<file path="config.mk">
export PLATFORM = sky130hd
export DESIGN_NAME = scs_engine
export DESIGN_NICKNAME = d
export VERILOG_FILES = /design/src/rtl/scs_pkg.sv /design/src/rtl/scs_weight_acc.sv /design/src/rtl/scs_engine.sv
export SDC_FILE = /design/constraint.sdc
export NUM_CORES = 1
export LEC_CHECK = 0
export ABC_CLOCK_PERIOD_IN_PS = 8350
export CELL_PAD_IN_SITES_DETAIL_PLACEMENT = 1
export CELL_PAD_IN_SITES_GLOBAL_PLACEMENT = 1
export CORE_ASPECT_RATIO = 0.9
export CORE_UTILIZATION = 40
export CTS_CLUSTER_SIZE = 10
export DETAILED_ROUTE_END_ITERATION = 8
export PLACE_DENSITY_LB_ADDON = 0.1
export SKIP_LAST_GASP = 1
export SLEW_MARGIN = 10
export SYNTH_ARGS = -nofsm -noshare
export SYNTH_HDL_FRONTEND = slang
export SYNTH_SLANG_ARGS = --single-unit
</file>
<file path="constraint.sdc">
create_clock -name clock -period 8.35 [get_ports clock]
set_input_delay 1.67 -clock clock [delete_from_list [all_inputs] [get_ports clock]]
set_output_delay 1.67 -clock clock [all_outputs]
set_load 0.005 [all_outputs]
</file>
<file path="src/rtl/scs_pkg.sv">
// Shared FSM encoding and derived-size helpers for the scs_engine checksum engine.
// The ST_CHECK state exists only when SCS_VERIFY_EN is defined.
package scs_pkg;

    typedef enum logic [2:0] {
        ST_IDLE  = 3'd0,
        ST_READ  = 3'd1,
        ST_DRAIN = 3'd2,
        ST_WRITE = 3'd3,
`ifdef SCS_VERIFY_EN
        ST_CHECK = 3'd4,
`endif
        ST_DONE  = 3'd5
    } scs_state_e;

    // Number of RAM words holding one checksum.
    function automatic int scs_nw(input int sum_w, input int data_w);
        return sum_w / data_w;
    endfunction

    // Weight-index counter width; at least one bit even for a single weight step.
    function automatic int scs_idx_w(input int steps);
        return (steps > 1) ? $clog2(steps) : 1;
    endfunction

endpackage

</file>
<file path="src/rtl/scs_weight_acc.sv">
// Shift-weighted accumulator: each enabled word is added as data << idx, where idx cycles
// 0..WEIGHT_STEPS-1. clr restarts both the sum and the weight index.
module scs_weight_acc
    import scs_pkg::*;
#(
    parameter int DATA_W       = 8,
    parameter int SUM_W        = 16,
    parameter int WEIGHT_STEPS = 4
) (
    input  logic              clock,
    input  logic              reset_n,
    input  logic              clr,
    input  logic              en,
    input  logic [DATA_W-1:0] data,
    output logic [SUM_W-1:0]  sum
);
    localparam int IDX_W = scs_idx_w(WEIGHT_STEPS);

    logic [IDX_W-1:0] widx_q, widx_d;
    logic [SUM_W-1:0] sum_q, sum_d;

    always_comb begin
        widx_d = widx_q;
        sum_d  = sum_q;
        if (clr) begin
            widx_d = '0;
            sum_d  = '0;
        end else if (en) begin
            sum_d  = sum_q + (SUM_W'(data) << widx_q);
            widx_d = (widx_q == IDX_W'(WEIGHT_STEPS - 1)) ? '0 : widx_q + 1'b1;
        end
    end

    always_ff @(posedge clock or negedge reset_n) begin
        if (!reset_n) begin
            widx_q <= '0;
            sum_q  <= '0;
        end else begin
            widx_q <= widx_d;
            sum_q  <= sum_d;
        end
    end

    assign sum = sum_q;

endmodule

</file>
<file path="src/rtl/scs_engine.sv">
// Weighted-checksum engine: streams a RAM window through scs_weight_acc and writes the sum back
// little-endian. Define SCS_VERIFY_EN to add verify mode (compare against the stored sum instead).
module scs_engine
    import scs_pkg::*;
#(
    parameter int DATA_W       = 8,
    parameter int ADDR_W       = 10,
    parameter int SUM_W        = 16,
    parameter int WEIGHT_STEPS = 4,
    parameter int RD_LAT       = 1
) (
    input  logic              clock,
    input  logic              reset_n,
    input  logic              start,
    input  logic [ADDR_W-1:0] base_addr,
    input  logic [ADDR_W-1:0] length,
    input  logic [ADDR_W-1:0] result_addr,
    input  logic              verify_mode,
    output logic [ADDR_W-1:0] mem_addr,
    output logic              mem_rd_en,
    input  logic [DATA_W-1:0] mem_rdata,
    output logic              mem_we,
    output logic [DATA_W-1:0] mem_wdata,
    output logic              busy,
    output logic              done,
    output logic [SUM_W-1:0]  checksum,
    output logic              mismatch
);
    localparam int NW = scs_nw(SUM_W, DATA_W);

    scs_state_e        state_q, state_d, drain_exit;
    logic [ADDR_W-1:0] cnt_q, cnt_d, addr_q, addr_d, len_q, len_d, res_q, res_d;
    logic [RD_LAT-1:0] vld_q, vld_d;
    logic [SUM_W-1:0]  csum_q, csum_d, sum;
    logic              accept, vld_out, acc_en, finishing;

    assign accept    = (state_q == ST_IDLE) && start;
    assign vld_out   = vld_q[RD_LAT-1];
    assign finishing = (state_d == ST_DONE) && (state_q != ST_DONE);
    // Only window reads are in flight during READ/DRAIN; DRAIN lets the last one land.
    assign acc_en    = vld_out && ((state_q == ST_READ) || (state_q == ST_DRAIN));

    scs_weight_acc #(
        .DATA_W      (DATA_W),
        .SUM_W       (SUM_W),
        .WEIGHT_STEPS(WEIGHT_STEPS)
    ) u_acc (
        .clock  (clock),
        .reset_n(reset_n),
        .clr    (accept),
        .en     (acc_en),
        .data   (mem_rdata),
        .sum    (sum)
    );

    always_ff @(posedge clock or negedge reset_n) begin
        if (!reset_n) state_q <= ST_IDLE;
        else          state_q <= state_d;
    end

    always_comb begin
        state_d = state_q;
        case (state_q)
            ST_IDLE:  if (start) state_d = (length == '0) ? ST_DRAIN : ST_READ;
            ST_READ:  if (cnt_q == len_q - 1'b1) state_d = ST_DRAIN;
            ST_DRAIN: if (cnt_q == ADDR_W'(RD_LAT - 1)) state_d = drain_exit;
            ST_WRITE: if (cnt_q == ADDR_W'(NW - 1)) state_d = ST_DONE;
`ifdef SCS_VERIFY_EN
            ST_CHECK: if (cnt_q == ADDR_W'(NW + RD_LAT - 1)) state_d = ST_DONE;
`endif
            ST_DONE:  state_d = ST_IDLE;
            default:  state_d = ST_IDLE;
        endcase
    end

    always_comb begin
        mem_rd_en = 1'b0;
        mem_we    = 1'b0;
        mem_wdata = '0;
        busy      = (state_q != ST_IDLE);
        done      = (state_q == ST_DONE);
        case (state_q)
            ST_READ:  mem_rd_en = 1'b1;
            ST_WRITE: begin
                mem_we    = 1'b1;
                mem_wdata = DATA_W'(sum >> (DATA_W * int'(cnt_q)));
            end
`ifdef SCS_VERIFY_EN
            ST_CHECK: mem_rd_en = (cnt_q < ADDR_W'(NW));
`endif
            default: ;
        endcase
    end

    always_comb begin
        len_d  = len_q;
        res_d  = res_q;
        addr_d = addr_q;
        cnt_d  = ((state_q == ST_IDLE) || (state_d != state_q)) ? '0 : cnt_q + 1'b1;
        vld_d  = RD_LAT'({vld_q, mem_rd_en});
        csum_d = finishing ? sum : csum_q;
        case (state_q)
            ST_IDLE: if (start) begin
                len_d  = length;
                res_d  = result_addr;
                addr_d = (length == '0) ? result_addr : base_addr;
            end
            // Preload the result address after the last read so DRAIN needs no address update.
            ST_READ:  addr_d = (state_d == ST_DRAIN) ? res_q : addr_q + 1'b1;
            ST_WRITE: if (cnt_q < ADDR_W'(NW - 1)) addr_d = addr_q + 1'b1;
`ifdef SCS_VERIFY_EN
            ST_CHECK: if (cnt_q < ADDR_W'(NW - 1)) addr_d = addr_q + 1'b1;
`endif
            default: ;
        endcase
    end

    always_ff @(posedge clock or negedge reset_n) begin
        if (!reset_n) begin
            cnt_q  <= '0;
            addr_q <= '0;
            len_q  <= '0;
            res_q  <= '0;
            vld_q  <= '0;
            csum_q <= '0;
        end else begin
            cnt_q  <= cnt_d;
            addr_q <= addr_d;
            len_q  <= len_d;
            res_q  <= res_d;
            vld_q  <= vld_d;
            csum_q <= csum_d;
        end
    end

    assign mem_addr = addr_q;
    assign checksum = csum_q;

`ifdef SCS_VERIFY_EN
    logic              verify_q, verify_d, miss_q, miss_d, mism_q, mism_d;
    logic [ADDR_W-1:0] cidx_q, cidx_d;

    assign drain_exit = verify_q ? ST_CHECK : ST_WRITE;

    // Stored words return in address order, so a running index selects the sum word to compare.
    always_comb begin
        verify_d = accept ? verify_mode : verify_q;
        miss_d   = miss_q;
        cidx_d   = cidx_q;
        mism_d   = mism_q;
        if (accept) begin
            miss_d = 1'b0;
            cidx_d = '0;
        end else if ((state_q == ST_CHECK) && vld_out) begin
            cidx_d = cidx_q + 1'b1;
            if (mem_rdata != DATA_W'(sum >> (DATA_W * int'(cidx_q)))) miss_d = 1'b1;
        end
        if (finishing) mism_d = (state_q == ST_CHECK) ? miss_d : 1'b0;
    end

    always_ff @(posedge clock or negedge reset_n) begin
        if (!reset_n) begin
            verify_q <= 1'b0;
            miss_q   <= 1'b0;
            mism_q   <= 1'b0;
            cidx_q   <= '0;
        end else begin
            verify_q <= verify_d;
            miss_q   <= miss_d;
            mism_q   <= mism_d;
            cidx_q   <= cidx_d;
        end
    end

    assign mismatch = mism_q;
`else
    assign drain_exit = ST_WRITE;
    // verify_mode has no function in this build.
    assign mismatch   = 1'b0 & verify_mode;
`endif

endmodule
</file>
==> results of run 1 <==
## power by group through the flow
stage	logic, mW	clock network [mW]	registers [mW]
floorplan	0.868	0	0.663
global placement	1.10	0	0.746
detailed placement	1.15	0	0.756
CTS	1.16	0.424	0.751
global route	1.29	0.439	0.778
finish	1.16	0.415	0.750
## metal layers
metal	global-route usage (%)	up-vias
li1	-	2049
met1	31.5	2120
met2	37.1	78
met3	6.12	13
met4	6.23	0
met5	0	-
## placed cells by master (no fill, tap or decap), drive strengths merged, types with 4 or more instances in the layout
cell type	Yosys	routed
nand2	122	122
mux2i	36	36
o21ai	28	28
a21oi	27	27
nand2b	5	5
a21o	4	4
nor2	45	45
dfrtp	78	78
clkdlybuf4s50	0	77
and3	5	5
o31ai	6	6
nand3	34	34
clkbuf	21	9
a31oi	5	5
xor2	16	16
buf	7	4
or3	4	4
nand3b	4	4
xnor2	20	20
inv	15	19
ha	17	17
nor3	7	7
## critical path: stages (launching register included)
cell             delay (ps)
dfrtp_1                 550
nor2b_1                 490
and2_1                  520
nand3_1                 400
nor2_1                  230
clkdlybuf4s50_1         530
## Yosys cell counts (2+ instances only)
cell type	instances
nor2_2	9
or3_1	4
nand2_1	122
a21oi_1	27
xnor2_1	20
o21bai_1	2
or2_2	2
buf_6	2
nand3b_1	4
inv_1	15
and2_1	3
a31oi_1	4
a221oi_1	3
o21ai_0	27
a311oi_1	3
nor4_1	3
nand3_1	34
or4_1	3
buf_1	3
nand2b_1	5
a21o_1	4
o31ai_1	5
or3b_2	2
o22ai_1	2
ha_1	17
and3_1	5
nand4_1	2
mux2i_1	36
xor2_1	16
nor2_1	36
a211oi_1	2
and3b_1	2
a22o_1	2
nor2b_1	3
dfrtp_1	78
clkbuf_1	21
nor3_1	6
## through the flow
step           setup WS, ps  util, %  hold WS (ps)  power (mW)  cells
2_1_floorplan          4480        -           445        1.53    558
3_3_place_gp           3680     49.2           460        1.85    767
3_5_place_dp           3660     49.2           462        1.90    767
4_1_cts                3590     51.9           478        2.34    783
5_1_grt                3420     51.9           503        2.51    783
6_report               3610     51.9           480        2.32    783
## layout make-up
type,count,area [um^2],area share [%]
Sequential cell,78,1950,32.3
Tap cell,156,195,3.23
Inverter,16,60.1,0.993
Multi-Input combinational cell,436,2740,45.2
Clock inverter,7,80.1,1.32
Timing Repair Buffer,81,801,13.2
Clock buffer,9,225,3.72
## worst paths after layout
kind	cells past startpoint	startpoint	end
setup / recovery	5	state_q[0]	mem_wdata[1]
hold / removal	2	res_q[8]	res_q[8]
setup reg to reg	6	state_q[0]	cnt_q[0]
hold reg to reg	2	res_q[8]	res_q[8]
max in group asynchronous	1	reset_n	checksum[15]
min in group asynchronous	1	reset_n	len_q[3]
## sequential cells by signal (all words and copies together) (netlist names)
signal,flops
res_q,10
state_q,3
cnt_q,10
mem_addr,10
vld_out,1
u_acc.widx_q,2
checksum,16
u_acc.sum,16
len_q,10
## logic make-up after synthesis
family / after synthesis / share of synthesized area [%]
muxes: 36 / 7.40
and+or+nand+nor: 251 / 24.0
adders and majority gates: 18 / 4.78
AOI/OAI and AO/OA: 94 / 13.3
buffers and inverters: 44 / 3.80
xor gates and xnor gates: 36 / 6.47
DFF: 78 / 40.1
other: 1 / 0.0770
==> impl_metrics.yaml, run 1 <==
clock_tree:
  clock-sinks: 78
  cts_resized: 0
  clock-root-buffer: "clkbuf_16"
  cts_setup_buffers: 0
  path_clk_slew_ps: 70
  tritoncts: "done"
  insertion_delay_ps: 350
  ctsHoldBuffers: 0
  clock_path_buffers: 2
  cts_made_buffers: 9
  htreeDepth: 3
die:
  die_height_um: 107
  dieArea_um2: 12600
  initial_core_util_pct: 41.7
  floorplan.rows: 37
  core_area_um2: 11700
  fp.dieW_um: 118
  pin_count: 81
worst_setup_path:
  required_ps: 6680
  worstSetupPathType: "flop to output pin"
  start_kind: "flop"
  rrSetupSlack_ps: 4790
  arrival_ps: 3070
  worst_setup_path_end_kind: "output pin"
  cp_max_fo: 12
placed_design:
  hpwl_um: 9760
  place_area_um2: 5750
  place_congestion: 0.861
  portBuffers: 78
yosys:
  syn-cell-area_um2: 4870
  yosysUniqueCellTypes: 61
  yosys_most_used_dff: "dfrtp_1"
  ys_ff_latch: 78
  ys_async_sr_fraction_pct: 100
  ys_warn_count: 0
  yosysSeqAreaShare_pct: 40.1
  avgSynthCellArea_um2: 8.73
  synth.largest_area_cell: "dfrtp_1"
  synth_nets: 618
  ys_top_cells_by_area: "dfrtp_1, nand2_1, mux2i_1"
  synth_top_area_share_pct: 40.1
  synth_edf_count: 0
  syn_inst: 558
global_route:
  overflow: 0
  antenna_found_initial: 0
  grt_pass1_vias: 4435
  grt_usage_pct: 23.4
  grt_pass1_wl_um: 22700
  grt_max_degree: 79
routing:
  vias: 4260
  met2_length_um: 6350
  m1WireLength_um: 6850
  post-route-drc-count: 0
  ant_nets: 0
  routedWlPerCell_um: 17.7
  via_per_inst: 5.44
  firstDrtPassIters: 5
  wl_met3_um: 501
  wirelength_um: 13900
  drtIter0Drc: 186
  top_layer_used: "met4"
timing:
  finalSetupViolCount: 0
  post-route-period-util_pct: 56.8
  clock_skew_ps: 7.32
  tns_ps: 0
  worstMarginPinSlew_ps: 1060
  fmax_mhz: 211
  hold_viol_final: 0
  slew_viol_final: 0
  slew-limit-headroom_pct: 29.3
  rsz0062_at_grt: "false"
  min_period_ps: 4740
power_and_ir_drop:
  power_per_cell_area_nw_per_um2: 383
  clock_power_share_pct: 17.9
  power.switching_mw: 1.02
  comb_power_share_pct: 49.8
  seq_power_share_pct: 32.3
  switching_share_pct: 43.8
  leakage_nw: 2.74
  vdd_drop_max_v: 0.000228
  p_int_mw: 1.30
run_status:
  status: "finished clean"
finish:
  drive_gt1_share_pct: 6.70
  num_antenna_cells: 0
  nNetsFinal: 682
  nFillCells: 1362
  stdcell_area_um2: 6050
  area_growth_pct: 24.3
hold_path:
  hp-class: "flop to flop"
job:
  maxCapViolCount: 0
Power figures use the tool's default switching activity.
==> run 2: changes to the inputs <==
--- a/config.mk
+++ b/config.mk
@@ -5,7 +5,7 @@
 export SDC_FILE = /design/constraint.sdc
 export NUM_CORES = 1
 export LEC_CHECK = 0
-export ABC_CLOCK_PERIOD_IN_PS = 8350
+export ABC_CLOCK_PERIOD_IN_PS = 4700
 export CELL_PAD_IN_SITES_DETAIL_PLACEMENT = 1
 export CELL_PAD_IN_SITES_GLOBAL_PLACEMENT = 1
 export CORE_ASPECT_RATIO = 0.9
==> constraint.sdc (replaced) <==
create_clock -name clock -period 4.7 [get_ports clock]
set_input_delay 0.94 -clock clock [delete_from_list [all_inputs] [get_ports clock]]
set_output_delay 0.94 -clock clock [all_outputs]
set_load 0.005 [all_outputs]
==> impl_metrics.yaml, run 2 (synthesized netlist as in run 1, its figures left out) <==
power_and_ir_drop:
  power_per_cell_area_nw_per_um2: 671
  vdd_drop_max_v: 0.000405
  leakage_nw: 2.73
hold_path:
  hp-class: "flop to flop"
die:
  die_height_um: 107
  fp.dieW_um: 118
  initial_core_util_pct: 41.7
  dieArea_um2: 12600
  core_area_um2: 11700
  pin_count: 81
  floorplan.rows: 37
timing:
  hold_ws_ps: 478
  post-route-period-util_pct: 84.6
  hold_viol_final: 0
  slew-limit-headroom_pct: 31.3
  tns_ps: 0
  min_period_ps: 3980
  fmax_mhz: 252
  slew_viol_final: 0
  finalSetupViolCount: 0
  clock_skew_ps: 4.48
  fin_ws_ps: 724
  rsz0062_at_grt: "false"
  worstMarginPinSlew_ps: 1030
clock_tree:
  cts_setup_buffers: 0
  clock-sinks: 78
  tritoncts: "done"
  htreeDepth: 3
  insertion_delay_ps: 330
  clock-root-buffer: "clkbuf_16"
  clock_path_buffers: 2
  cts_resized: 0
  cts_made_buffers: 9
  path_clk_slew_ps: 60
  ctsHoldBuffers: 0
worst_setup_path:
  cp_max_fo: 12
  worst_setup_path_end_kind: "output pin"
  crit_path_top_delay_cell: "dfrtp_1"
  path_cells: "nor2b_1 -> and2_1 -> nand3_1 -> nor2_1 -> clkdlybuf4s50_1"
  start_kind: "flop"
  crit_buf_inv: 1
  required_ps: 3760
  arrival_ps: 3040
  worstSetupPathType: "flop to output pin"
  critPathTopFamily: "simple AND/OR/NAND/NOR gates"
  slowest_delay_ps: 560
global_route:
  grt_usage_pct: 23.8
  overflow: 0
  grt_max_degree: 79
  grt_pass1_vias: 4629
  antenna_found_initial: 0
  busiest_layer: "met2"
  grt_pass1_wl_um: 23600
  met2_usage_pct: 41.0
  grtUsageMet3_pct: 5.16
  grt.met1_usage_pct: 30.6
run_status:
  status: "finished clean"
placed_design:
  hpwl_um: 9920
  place_congestion: 0.864
  pre_cts_ws_ps: 727
  portBuffers: 78
  place_area_um2: 5750
finish:
  stdcell_area_um2: 6010
  multi_input_area_um2: 2740
  drive_gt1_share_pct: 6.23
  nNetsFinal: 683
  regArea_um2: 1950
  layout_common_cells: "nand2_1, dfrtp_1, clkdlybuf4s50_1, nor2_1, mux2i_1"
  final_common_cell: "nand2_1"
  num_antenna_cells: 0
  area_growth_pct: 23.4
  nFillCells: 1392
routing:
  vias: 4262
  via_per_inst: 5.45
  wirelength_um: 14000
  drtIter0Drc: 185
  routedWlPerCell_um: 17.8
  firstDrtPassIters: 4
  ant_nets: 0
  post-route-drc-count: 0
job:
  maxCapViolCount: 0
[run 2: cell type report]
type                    instances  share of cell area, %
clock inverters                 2                  0.167
repair buffers                 82                   13.4
flip-flops and latches         78                   32.5
well taps                     156                   3.25
clock buffers                  12                   4.10
inverters                      16                  0.999
multi-input cells             436                   45.6
[run 2: path summary, 6_finish.rpt]
check | start | to | slack [ps] | cells past startpoint
max | state_q[0] | mem_wdata[7] | 720 | 5
min | checksum[5] | checksum[5] | 480 | 2
max reg2reg | u_acc.widx_q[0] | u_acc.sum[15] | 1340 | 11
min reg2reg | checksum[5] | checksum[5] | 480 | 2
max in group asynchronous | reset_n | u_acc.sum[14] | 3250 | 1
min in group asynchronous | reset_n | len_q[3] | 780 | 1
[run 2: metrics by stage]
| stage | util [%] | total power, mW | cells |
|---|---|---|---|
| floorplan | - | 2.72 | 558 |
| global placement | 49.3 | 3.28 | 768 |
| detailed placement | 49.3 | 3.41 | 768 |
| CTS | 51.5 | 4.07 | 782 |
| global route | 51.5 | 4.38 | 782 |
| finish | 51.5 | 4.03 | 782 |
[run 2: power breakdown]
group          total [mW]  switching, mW  leakage, nW  internal [mW]
Clock               0.626          0.261        0.128          0.365
Sequential           1.34          0.383        0.980          0.956
Combinational        2.07           1.12         1.62          0.946
Total                4.03           1.77         2.73           2.27
[run 2: worst min-delay path, cell delays in order (launching register included)]
cell and delay, ps:
dfrtp_1 340, nand2_1 50, nand2_1 50
[run 2: metal layers]
layer	routed length, um	vias up
met5	0	-
met4	179	0
met3	517	15
met2	6640	94
met1	6620	2107
li1	-	2046
